--- config.mk ---
export PLATFORM = sky130hd
export DESIGN_NAME = writeback_stage
export DESIGN_NICKNAME = d
export VERILOG_FILES = /design/src/rtl/writeback_stage.sv
export SDC_FILE = /design/constraint.sdc
export NUM_CORES = 1
export LEC_CHECK = 0
export BUFFER_PORTS_ARGS = -buffer_cell sky130_fd_sc_hd__buf_2
export CAP_MARGIN = 20
export CORE_AREA = 4 4 159 161
export CTS_CLUSTER_DIAMETER = 150
export CTS_CLUSTER_SIZE = 16
export DETAILED_ROUTE_END_ITERATION = 8
export DIE_AREA = 0 0 163 165
export GPL_TIMING_DRIVEN = 1
export HOLD_SLACK_MARGIN = 0.08
export PLACE_DENSITY = 0.72
export SETUP_SLACK_MARGIN = 0.4
export SYNTH_ARGS = -nofsm -noshare
export SYNTH_HDL_FRONTEND = slang
export SYNTH_SLANG_ARGS = --single-unit
--- constraint.sdc ---
create_clock -name clk -period 7.2 [get_ports clk]
set_input_delay 2.16 -clock clk [delete_from_list [all_inputs] [get_ports clk]]
set_output_delay 2.16 -clock clk [all_outputs]
set_load 0.02 [all_outputs]
--- src/rtl/writeback_stage.sv ---
// Final pipeline stage: registers the MEM-stage result, extracts load data and
// drives the register file write port, the forwarding bus and the retire counter.
module writeback_stage #(
  parameter int XLEN = 64
) (
  input  logic            clk,
  input  logic            reset,
  input  logic            in_valid,
  input  logic            stall,
  input  logic            flush,
  input  logic            reg_write_in,
  input  logic [4:0]      rd_in,
  input  logic [1:0]      wb_sel,
  input  logic [2:0]      funct3,
  input  logic [XLEN-1:0] alu_result,
  input  logic [XLEN-1:0] mem_rdata,
  input  logic [XLEN-1:0] pc_plus4,
  output logic            RegWrite,
  output logic [4:0]      WriteRegister,
  output logic [XLEN-1:0] WriteData,
  output logic            fwd_valid,
  output logic [4:0]      fwd_rd,
  output logic [XLEN-1:0] fwd_data,
  output logic            load_fault,
  output logic [XLEN-1:0] instret
);

  logic            capture;
  logic [2:0]      off;
  logic [7:0]      byteVal;
  logic [15:0]     halfVal;
  logic [31:0]     wordVal;
  logic [XLEN-1:0] loadVal;
  logic            loadErr;
  logic [XLEN-1:0] writeData_d;
  logic            loadFault_d;
  logic            regWrite_d;

  logic            regWrite_q;
  logic [4:0]      writeReg_q;
  logic [XLEN-1:0] writeData_q;
  logic            loadFault_q;
  logic [XLEN-1:0] instret_q;

  // Flush wins over stall; both simply turn the capture into a bubble.
  assign capture = in_valid & ~stall & ~flush;
  assign off     = alu_result[2:0];
  assign byteVal = mem_rdata[{off, 3'b000} +: 8];
  assign halfVal = mem_rdata[{off[2:1], 4'b0000} +: 16];
  assign wordVal = mem_rdata[{off[2], 5'b00000} +: 32];

  always_comb begin
    loadVal = '0;
    loadErr = 1'b0;
    unique case (funct3)
      3'b000: loadVal = {{(XLEN-8){byteVal[7]}}, byteVal};
      3'b100: loadVal = {{(XLEN-8){1'b0}}, byteVal};
      3'b001: begin
        loadVal = {{(XLEN-16){halfVal[15]}}, halfVal};
        loadErr = off[0];
      end
      3'b101: begin
        loadVal = {{(XLEN-16){1'b0}}, halfVal};
        loadErr = off[0];
      end
      3'b010: begin
        loadVal = {{(XLEN-32){wordVal[31]}}, wordVal};
        loadErr = (off[1:0] != 2'b00);
      end
      3'b110: begin
        loadVal = {{(XLEN-32){1'b0}}, wordVal};
        loadErr = (off[1:0] != 2'b00);
      end
      3'b011: begin
        loadVal = mem_rdata;
        loadErr = (off != 3'b000);
      end
      default: loadErr = 1'b1;
    endcase
  end

  // An illegal select zeroes the data and can never write or fault.
  always_comb begin
    writeData_d = '0;
    unique case (wb_sel)
      2'b00:   writeData_d = alu_result;
      2'b01:   writeData_d = loadVal;
      2'b10:   writeData_d = pc_plus4;
      default: writeData_d = '0;
    endcase
    loadFault_d = (wb_sel == 2'b01) & loadErr;
    regWrite_d  = reg_write_in & (rd_in != 5'd0) & ~loadFault_d & (wb_sel != 2'b11);
  end

  always_ff @(posedge clk or posedge reset) begin
    if (reset) begin
      regWrite_q  <= 1'b0;
      writeReg_q  <= 5'd0;
      writeData_q <= '0;
      loadFault_q <= 1'b0;
      instret_q   <= '0;
    end else if (capture) begin
      regWrite_q  <= regWrite_d;
      writeReg_q  <= rd_in;
      writeData_q <= writeData_d;
      loadFault_q <= loadFault_d;
      instret_q   <= instret_q + 1'b1;
    end else begin
      regWrite_q  <= 1'b0;
      loadFault_q <= 1'b0;
    end
  end

  assign RegWrite      = regWrite_q;
  assign WriteRegister = writeReg_q;
  assign WriteData     = writeData_q;
  assign fwd_valid     = regWrite_q;
  assign fwd_rd        = writeReg_q;
  assign fwd_data      = writeData_q;
  assign load_fault    = loadFault_q;
  assign instret       = instret_q;

endmodule

# Word level (Yosys, flattened, before mapping)
# Index checks and enable logic that the tools add are counted.
# op_classes
n_addsub,1
n_bitwise,9
order_cmp,0
n_mul,0
n_div,0
n_shift,3
n_eq_ne,9
muxes,5
n_reduce_logical,8
# op_table
operator,n
$pmux W64 S7,1
$pmux W64 S3,1
$add A64 B1 Y64 const B,1
$shiftx A64 B7 Y16,1
$shiftx A64 B7 Y32,1
$shiftx A64 B7 Y8,1
$eq A3 B3 Y1 const B,3
$and A1 B1 Y1,6
$eq A3 B2 Y1 const B,2
$reduce_or A2 Y1,3
$reduce_bool A5 Y1,1
$pmux W1 S4,1
$eq A3 B1 Y1 const B,1
$logic_not A3 Y1,1
$not A1 Y1,3
$reduce_bool A3 Y1,1
$eq A2 B1 Y1 const B,1
$eq A2 B2 Y1 const B,1
$logic_not A2 Y1,1
$mux W1,2
$ne A2 B2 Y1 const B,1
$reduce_bool A2 Y1,1
# totals
elab_cells,40
mem_count,0
in_bits,208
latch_bits,0
mem_bits_ro,0
ramBits,0
output_inout_bits,205
regBits,135

# Depth between registers and ports, before layout
# Gate-level depths: netlist of run 1.
# logic_depth
ltp_word,8
mapped_depth,8
mapped_depth_nobuf,5

# Worst setup path after synthesis of run 1
# OpenSTA, ideal clock, no wires.
# synth_timing
path_type,in2reg
startpoint,input alu_result[1]
endpoint,"register writeData_q[33], in the netlist WriteData[33]"
path_buffers,2
setup_ns,0.126
stages,7
t_arrival_ns,3.616
required_ns,7.074
path_slack_ns,3.458
path_cell_list,buf_2 > mux4_2 > nand2_1 > nor2_1 > nor4_2 > buf_2 > a21oi_1
# synth_via
elab_chain_len,3
elab_cells_between_ends,4
classes_between,2 x shift; 2 x mux
# synth_rtl
element,line,rtl
from (decl),15,"input logic [XLEN-1:0] alu_result,"
$shiftx A64 B7 Y16 / $shiftx A64 B7 Y8 (equally long branches),"49, 48",
$pmux W64 S7 (*),55,unique case (funct3)
$pmux W64 S3 (*),85,unique case (wb_sel)
to (signal assigned),105,writeData_q <= writeData_d;
to (decl),41,logic [XLEN-1:0] writeData_q;
# Every way passes the cells marked *; elsewhere a longest branch is shown, timed or not.
# A chain may end at the register's enable or synchronous reset.

# Worst setup path after layout of run 1
# layout_timing
startpoint,input alu_result[1]
endpoint,"register writeData_q[60], in the netlist WriteData[60]"
# The elaborated chain is that of the path after synthesis.

==> flow_summary.ini, run 1 <==
[clocking]
cts.hold.buffers_added = 0
cts_resized = 0
clkTransAtPathRegs_ns = 0.07
cts_buffers = 17
htreeDepth = 4
cts_buffer_depth = 2
cts_tree = built
cts_sinks = 135
cts_setup_buffers = 0
clk_latency_ns = 0.42
cts_root_buf = clkbuf_16

[floorplanning]
ios = 413
rows = 57
die_h_um = 165
dieWidth_um = 163
core_um2 = 24000
start_util_pct = 37.4
die_area_um2 = 26900

[critical_path]
path_class = input pin to flip-flop
cp_data_arrival_time_ns = 4.75
slowest_stage = buf_2
critPathMaxStageDelay_ns = 0.65
path_cells = buf_2 -> mux4_2 -> nand2_1 -> nor2_1 -> nor4_4 -> buf_4 -> a21oi_1
cp.required_ns = 7.49
cp-end-kind = flip-flop
critPathMaxFanout = 36
cp_num_buf_inv = 2
path_delay_family = buffers and inverters
cp-start-kind = input pin

[sta]
min_period_ns = 4.46
final.setup_skew_ns = 0.00729
tightest_slew_ns = 1.08
setup-violations-final = 0
fin_hold_ws_ns = 0.470
hold_viol = 0
rsz0062_at_grt = false
slew_violations = 0
post-route-period-util_pct = 61.9
tns_ns = 0
max_slew_margin_pct = 27.7
fmax_ghz = 0.224

[drt]
first_iter_violations = 954
num_vias = 9181
drtAntennaViolNets = 0
drc = 0
wl_per_cell_um = 21.5
drt_wl_total_um = 34800
vias_per_cell = 5.66
first_pass_iters = 6

[place]
hpwl_um = 26200
numPortBuffers = 412
dp.cells = 1588
place.gp.congestion = 0.912

[finish]
syn_to_final_growth_pct = 25.9
final_cells = 1621
nets = 1492
drive_gt1_share_pct = 37.7

[logic_synthesis]
ys_ff_latch = 135
synth_area_um2 = 8950
ys.flop_type = dfrtp_1
async_flop_share_pct = 100
synth_area_leaders = dfrtp_1, mux2i_1, buf_4
synth_top_area_share_pct = 37.7
yosysWarnings = 0
netlist_instances = 984
syn_nets = 1193
synth_largest_area_cell = dfrtp_1
avgSynthCellArea_um2 = 9.10
synth_edf_count = 0
ys_seq_area_share_pct = 37.7
yosysUniqueCellTypes = 51

[global_routing]
grtUsageTotal_pct = 24.7
antenna_found_initial = 1
grt-ovfl-total = 0
grt_max_degree = 85
grt_pass1_vias = 8677
grt_pass1_wl_um = 51000

[hold_path]
hp-class = flip-flop to flip-flop

[run]
cap_violations = 0

[run_status]
status = completed

[power_and_ir_drop]
power.total_uw = 2410
p_leak_uw = 0.00572
ir_drop_mv = 0.118
power_density_nw_per_um2 = 214
synthesized netlist by cell type, drive strengths merged, types with 22 or more instances:
| master | count |
|---|---|
| a21oi | 81 |
| a221oi | 29 |
| a32oi | 22 |
| buf | 96 |
| clkbuf | 44 |
| dfrtp | 135 |
| mux2i | 90 |
| nand2 | 89 |
| nand3 | 25 |
| nor2 | 92 |
| nor3 | 36 |
| o21ai | 33 |
| o22ai | 33 |
| xnor2 | 29 |
| xor2 | 34 |
layer usage:
layer  global-route usage, %  vias to the layer above  part of all wire [%]  wire length [um]
met5                       0                        -                 0.037                13
met4                    9.34                        2                   3.4              1200
met3                    6.71                       80                    11              3720
met2                    39.5                      594                    47             16300
met1                    32.2                     4385                    39             13600
li1                        -                     4120                     -                 -
registers in the layout, summed over array words and instances (netlist names):
signal and count:
RegWrite 1, load_fault 1, WriteData 64, instret 64, WriteRegister 5
placed cells by master, fill, tap and decap left out, drive strengths merged, types with 4 or more instances in the layout:
cell	n
xor2	34
nor4	12
dfrtp	135
buf	420
o221ai	7
mux4	16
nand2b	5
nand2	89
a21oi	81
clkbuf	17
inv	18
nor3	36
nor2	92
o22ai	33
a32oi	22
nand3	25
mux2i	90
a221oi	29
clkinv	4
or2	5
o21ai	33
a21o	7
xnor2	29
nand4	18
stage by stage:
| step | utilization (%) | instance area, um^2 | setup WS (ns) |
|---|---|---|---|
| 3_3_place_gp | 44.6 | 10700 | 2.36 |
| 6_report | 47.0 | 11300 | 2.74 |
| 3_5_place_dp | 44.7 | 10700 | 2.34 |
| 2_1_floorplan | - | 8950 | 1.43 |
| 5_1_grt | 47.0 | 11300 | 2.60 |
| 4_1_cts | 47.0 | 11300 | 2.80 |
final cells by class:
class | count | area (um^2)
fillers | 2350 | 12700
well taps | 324 | 405
inverters | 10 | 42.5
diodes | 1 | 2.50
multi-input cells | 699 | 4750
clock inverters | 15 | 138
flip-flops and latches | 135 | 3380
clock buffers | 17 | 425
repair buffers | 420 | 2120
worst reg2reg max path, delay by kind of cell (launching register included):
family / cells / cell delay [ns]
flops: 1 / 0.46
xor+xnor: 1 / 0.19
simple gates: 4 / 2.07
where the power goes:
group          switching [uW]  internal (uW)  total (uW)
registers                76.4            825         901
logic                     418            240         658
clock network             393            456         850
total                     888           1520        2410
final timing paths:
| check | start | end | slack (ns) | depth (start not counted) |
|---|---|---|---|---|
| hold / removal | instret[63] | instret[63] | 0.47 | 1 |
| setup / recovery | alu_result[1] | WriteData[60] | 2.74 | 7 |
| hold reg to reg | instret[63] | instret[63] | 0.47 | 1 |
| max in group asynchronous | reset | WriteData[39] | 4.02 | 3 |
| min in group asynchronous | reset | instret[36] | 1.87 | 2 |
| setup reg to reg | instret[5] | instret[56] | 4.39 | 5 |
logic make-up after synthesis:
kind of cell | count (synthesis) | synth area share [%]
and+or+nand+nor | 303 | 16.1
xor gates and xnor gates | 63 | 6.16
DFF | 135 | 37.7
muxes | 108 | 14.3
adders and majority gates | 1 | 0.140
buffers and inverters | 150 | 9.53
AOI/OAI and AO/OA | 224 | 16.0
(Power assumes the default switching activity.)
==> run 2, diff against run 1 <==
- PLACE_DENSITY: 0.72 -> 0.75
- clock period: 7.2 -> 3.8 ns (I/O delays scaled with it)
==> run 2 against run 1 <==
  * Sequential share of layout area decreased by 0.38 points
  * Combinational power increased by 90%
  * Flip-flop and latch count unchanged
  * Non-clock buffer count increased by 12
  * Routed wire length increased by 0.65%
  * Clock skew decreased by 0.00062 ns
  * Die area unchanged
  * Count of clock-buffer cells in the layout unchanged
  * Critical path depth decreased by 1
  * Power increased by 95%
  * Clock power increased by 100%
==> flow_summary.ini, run 2 (same netlist as run 1, synthesis figures left out) <==
[power_and_ir_drop]
switching_share_pct = 35.8
p_sw_uw = 1680
seq_power_share_pct = 36.6
power.total_uw = 4700
power_density_nw_per_um2 = 412
p_int_uw = 3020
clock_power_share_pct = 36.8
ir_drop_mv = 0.274
power_frac_comb_pct = 26.6
p_leak_uw = 0.00580

[drt]
drt_wl_total_um = 35000
num_vias = 9271
first_iter_violations = 1023
vias_per_cell = 5.68
drc = 0
drtAntennaViolNets = 0
first_pass_iters = 7
wl_per_cell_um = 21.5

[global_routing]
grt_pass1_wl_um = 51800
grt-ovfl-total = 0
antenna_found_initial = 2
grtUsageTotal_pct = 25.0
grt_max_degree = 136
grt_pass1_vias = 8745

[place]
numPortBuffers = 412
place.gp.congestion = 0.945
place_ws_ns = 0.616
hpwl_um = 26500

[clocking]
clk_latency_ns = 0.41
htreeDepth = 4
cts_resized = 0
cts_buffers = 17
cts_sinks = 135
cts.hold.buffers_added = 0
clkTransAtPathRegs_ns = 0.07
cts_setup_buffers = 0
cts_buffer_depth = 2
cts_root_buf = clkbuf_16
cts_tree = built

[sta]
max_slew_margin_pct = 45.3
rsz0062_at_grt = false
final.setup_skew_ns = 0.00667
tns_ns = 0
tightest_slew_ns = 0.819
fin_hold_ws_ns = 0.481
setup-violations-final = 0
finalWorstSetupSlack_ns = 1.01
hold_viol = 0
min_period_ns = 2.79
post-route-period-util_pct = 73.4
fmax_ghz = 0.358
slew_violations = 0

[finish]
num-fill-cells = 2307
syn_to_final_growth_pct = 27.5
layout_commonest_cell = buf_2
drive_gt1_share_pct = 38.3
nets = 1504
final_util_pct = 47.6
layout_common_cells = buf_2, dfrtp_1, nor2_1, mux2i_1, nand2_1

[floorplanning]
ios = 413
die_area_um2 = 26900
start_util_pct = 37.4
die_h_um = 165
dieWidth_um = 163
core_um2 = 24000
rows = 57

[critical_path]
cp.required_ns = 4.07
critPathMaxFanout = 42
path_class = input pin to flip-flop
r2r_cells = 5
cp-end-kind = flip-flop
cp_data_arrival_time_ns = 3.06
cp-start-kind = input pin

[run_status]
status = completed

[run]
cap_violations = 0

[hold_path]
holdPathStages = 1
hp-class = flip-flop to flip-flop
## run 2: changes by cell type in the layout (fill, tap and decap cells not counted), sizes merged
cell    delta
buf       +12
bufinv     +2
clkinv     -1
inv        -1
## run 2: critical path: stages
cell and delay [ns]:
buf_2 0.12, nor3b_4 0.32, buf_4 0.51, nand2b_2 0.56, o22ai_1 0.31, a21oi_1 0.07
## run 2: stage by stage
stage	cell area, um^2	instances
2_1_floorplan	8960	984
3_5_place_dp	10800	1600
3_3_place_gp	10800	1600
4_1_cts	11400	1632
5_1_grt	11400	1633
6_report	11400	1633
## run 2: worst paths after layout
kind	start	endpoint	slack [ns]
min	instret[63]	instret[63]	0.48
min in group asynchronous	reset	instret[31]	0.95
max reg2reg	instret[5]	instret[45]	1.41
max in group asynchronous	reset	WriteData[46]	2.28
max	stall	WriteData[50]	1.01
min reg2reg	instret[63]	instret[63]	0.48
## run 2: area by class of cell
class                      count  area (um^2)  area share, %
multi-input combinational    699         4750           41.6
sequential                   135         3380           29.6
timing repair buffer         432         2230           19.5
clock buffer                  17          425           3.73
tap                          324          405           3.55
clock inverter                15          183           1.60
inverter                      10         41.3          0.362
antenna                        1         2.50         0.0219
## run 2: per-layer routing
layer  GRT usage, %  share of wire, %
met1           32.3                38
met2           40.1                47
met3           7.44                11
met4           9.15               3.3
met5              0             0.037
## run 2: power by group through the flow
stage                     Clock (uW)  Sequential (uW)  Combinational [uW]
after floorplan                    0             1850                 718
after global placement             0             1740                1230
after detailed placement           0             1740                1250
after CTS                       1780             1720                1250
after global routing            1850             1730                1340
final                           1730             1720                1250
==> run 3, diff against run 2 <==
- ABC_AREA: not set -> 1
- CORE_AREA: 4 4 159 161 -> not set
- CORE_MARGIN: not set -> 4
- CORE_UTILIZATION: not set -> 46
- DIE_AREA: 0 0 163 165 -> not set
- PLACE_DENSITY: 0.75 -> 0.84
- clock period: 3.8 -> 2.3 ns (I/O delays scaled with it)
==> run 3 against run 2 <==
  * Global-route usage grew 8.1 points
  * Sequential power grew 71%
  * Design area grew 26%
  * Critical endpoint is now instret[53]
  * Largest cell class unchanged
==> flow_summary.ini, run 3 <==
[sta]
fin_hold_ws_ns = 0.260
fmax_ghz = 0.531
hold_viol = 0
max_slew_margin_pct = 60.0
slew_violations = 0
rsz0062_at_grt = true
post-route-period-util_pct = 81.8
tns_ns = 0
setup-violations-final = 0
tightest_slew_ns = 0.598
final.setup_skew_ns = 0.0107
min_period_ns = 1.88

[logic_synthesis]
synth_largest_area_cell = dfrtp_1
yosysUniqueCellTypes = 40
yosysWarnings = 0
async_flop_share_pct = 100
synth_area_um2 = 11400
yosysMostFrequentCell = nand2_1
synth_area_leaders = dfrtp_1, nand2_1, nand3_1
syn_nets = 2092
synth_top_area_share_pct = 29.6
ys_seq_area_share_pct = 29.6
ys.flop_type = dfrtp_1
netlist_instances = 1883
synthTopCellsByCount = nand2_1, inv_1, nand3_1, dfrtp_1, nor2_1
synth_edf_count = 0
ys_ff_latch = 135
avgSynthCellArea_um2 = 6.07

[run_status]
status = completed

[critical_path]
path_class = flip-flop to primary output
cp-start-kind = flip-flop
cp_data_arrival_time_ns = 1.19
cp.required_ns = 1.61
cp-end-kind = primary output
r2r_cells = 10
r2r-end = instret[43]
critPathMaxFanout = 4
ff2ff_setup_slack_ns = 0.49
r2r-start = instret[0]

[global_routing]
grt_pass1_vias = 12753
grt_pass1_wl_um = 70500
grt_max_degree = 81
grtUsageTotal_pct = 33.2
antenna_found_initial = 1
grt-ovfl-total = 0

[drt]
num_vias = 13708
first_iter_violations = 1368
drt_wl_total_um = 46800
drtAntennaViolNets = 0
wl_per_cell_um = 18.3
vias_per_cell = 5.37
drc = 0
first_pass_iters = 7

[clocking]
cts_tree = built
cts_root_buf = clkbuf_16
cts_sinks = 135
clk_latency_ns = 0.42
clkTransAtPathRegs_ns = 0.07
cts_buffer_depth = 2
cts_buffers = 17
htreeDepth = 4

[floorplanning]
die_h_um = 166
start_util_pct = 46.8
dieWidth_um = 166
ios = 413
rows = 57
core_um2 = 24400
die_area_um2 = 27400

[finish]
num-fill-cells = 2453
layout_commonest_cell = nand2_1
syn_to_final_growth_pct = 26.2
multi_input_area_um2 = 6240
final_cells = 2555
drive_gt1_share_pct = 26.1
layout_common_cells = nand2_1, buf_2, inv_1, nand3_1, dfrtp_1
nets = 2427
ff_latch_area_um2 = 3390
n_antenna_cell = 0

[power_and_ir_drop]
power_density_nw_per_um2 = 610
p_leak_uw = 0.00830
ir_drop_mv = 0.416

[run]
cap_violations = 0

[place]
numPortBuffers = 412
hpwl_um = 37500
place.gp.congestion = 1.03
dp.cells = 2514

[hold_path]
hp-class = input pin to asynchronous set/reset pin
## run 3: power by group
part / switching [uW] / internal, uW
sequential: 310 / 2630
clock: 1160 / 2060
combinational: 1720 / 909
## run 3: worst max path at each step
stage / startpoint / to / slack [ns] / depth (start not counted)
after floorplan: reset / RegWrite / -0.07 / 1
after detailed placement: stall / instret[43] / 0.06 / 12
final: instret[53] / instret[53] / 0.42 / 2
after CTS: instret[9] / instret[43] / 0.40 / 11
after global routing: instret[16] / instret[49] / 0.34 / 11
after global placement: funct3[1] / WriteData[22] / 0.08 / 10
## run 3: timing repair
action | 4_1_cts | 5_1_grt
pin swaps | 0 | 4
hold buffers | 0 | 0
gates resized for setup | 10 | 28
buffers inserted | 0 | 9
endpoints found under the setup margin | 14 | 36
## run 3: worst max-delay path: stages, from the launching register on
cell and delay, ns:
dfrtp_2 0.44, buf_4 0.17, buf_2 0.16
## run 3: per-layer routing
layer	part of all wire, %	up-vias	GRT usage [%]
met2	48	774	55.5
met3	9.9	96	6.65
met5	0.026	-	0
li1	-	6469	-
met1	40	6367	43.5
met4	2.7	2	9.79
## run 3: cell type report
type,instances,share of cell area [%]
clock inverters,13,1.68
flip-flops and latches,135,23.5
well taps,324,2.81
repair buffers,475,18.8
multi-input cells,1327,43.3
inverters,262,6.87
clock buffers,19,3.00
## run 3: logic make-up (layout without fill, tap and decap cells)
family	after synthesis	count (layout)	share of synthesized area, %
buf+inv	421	769	16.9
fa+ha+maj	1	1	0.110
xor+xnor	42	42	3.22
simple gates	1098	1098	41.4
flops	135	135	29.6
compound gates	186	186	8.78
## run 3: per-stage QoR
step | setup WS (ns) | instance area, um^2 | utilization (%) | power (uW)
floorplan | -0.0692 | 11400 | - | 4600
global placement | 0.0817 | 13500 | 55.5 | 5460
detailed placement | 0.0621 | 13500 | 55.5 | 5490
CTS | 0.403 | 14300 | 58.4 | 8720
global route | 0.345 | 14400 | 59.1 | 9170
finish | 0.418 | 14400 | 59.1 | 8790
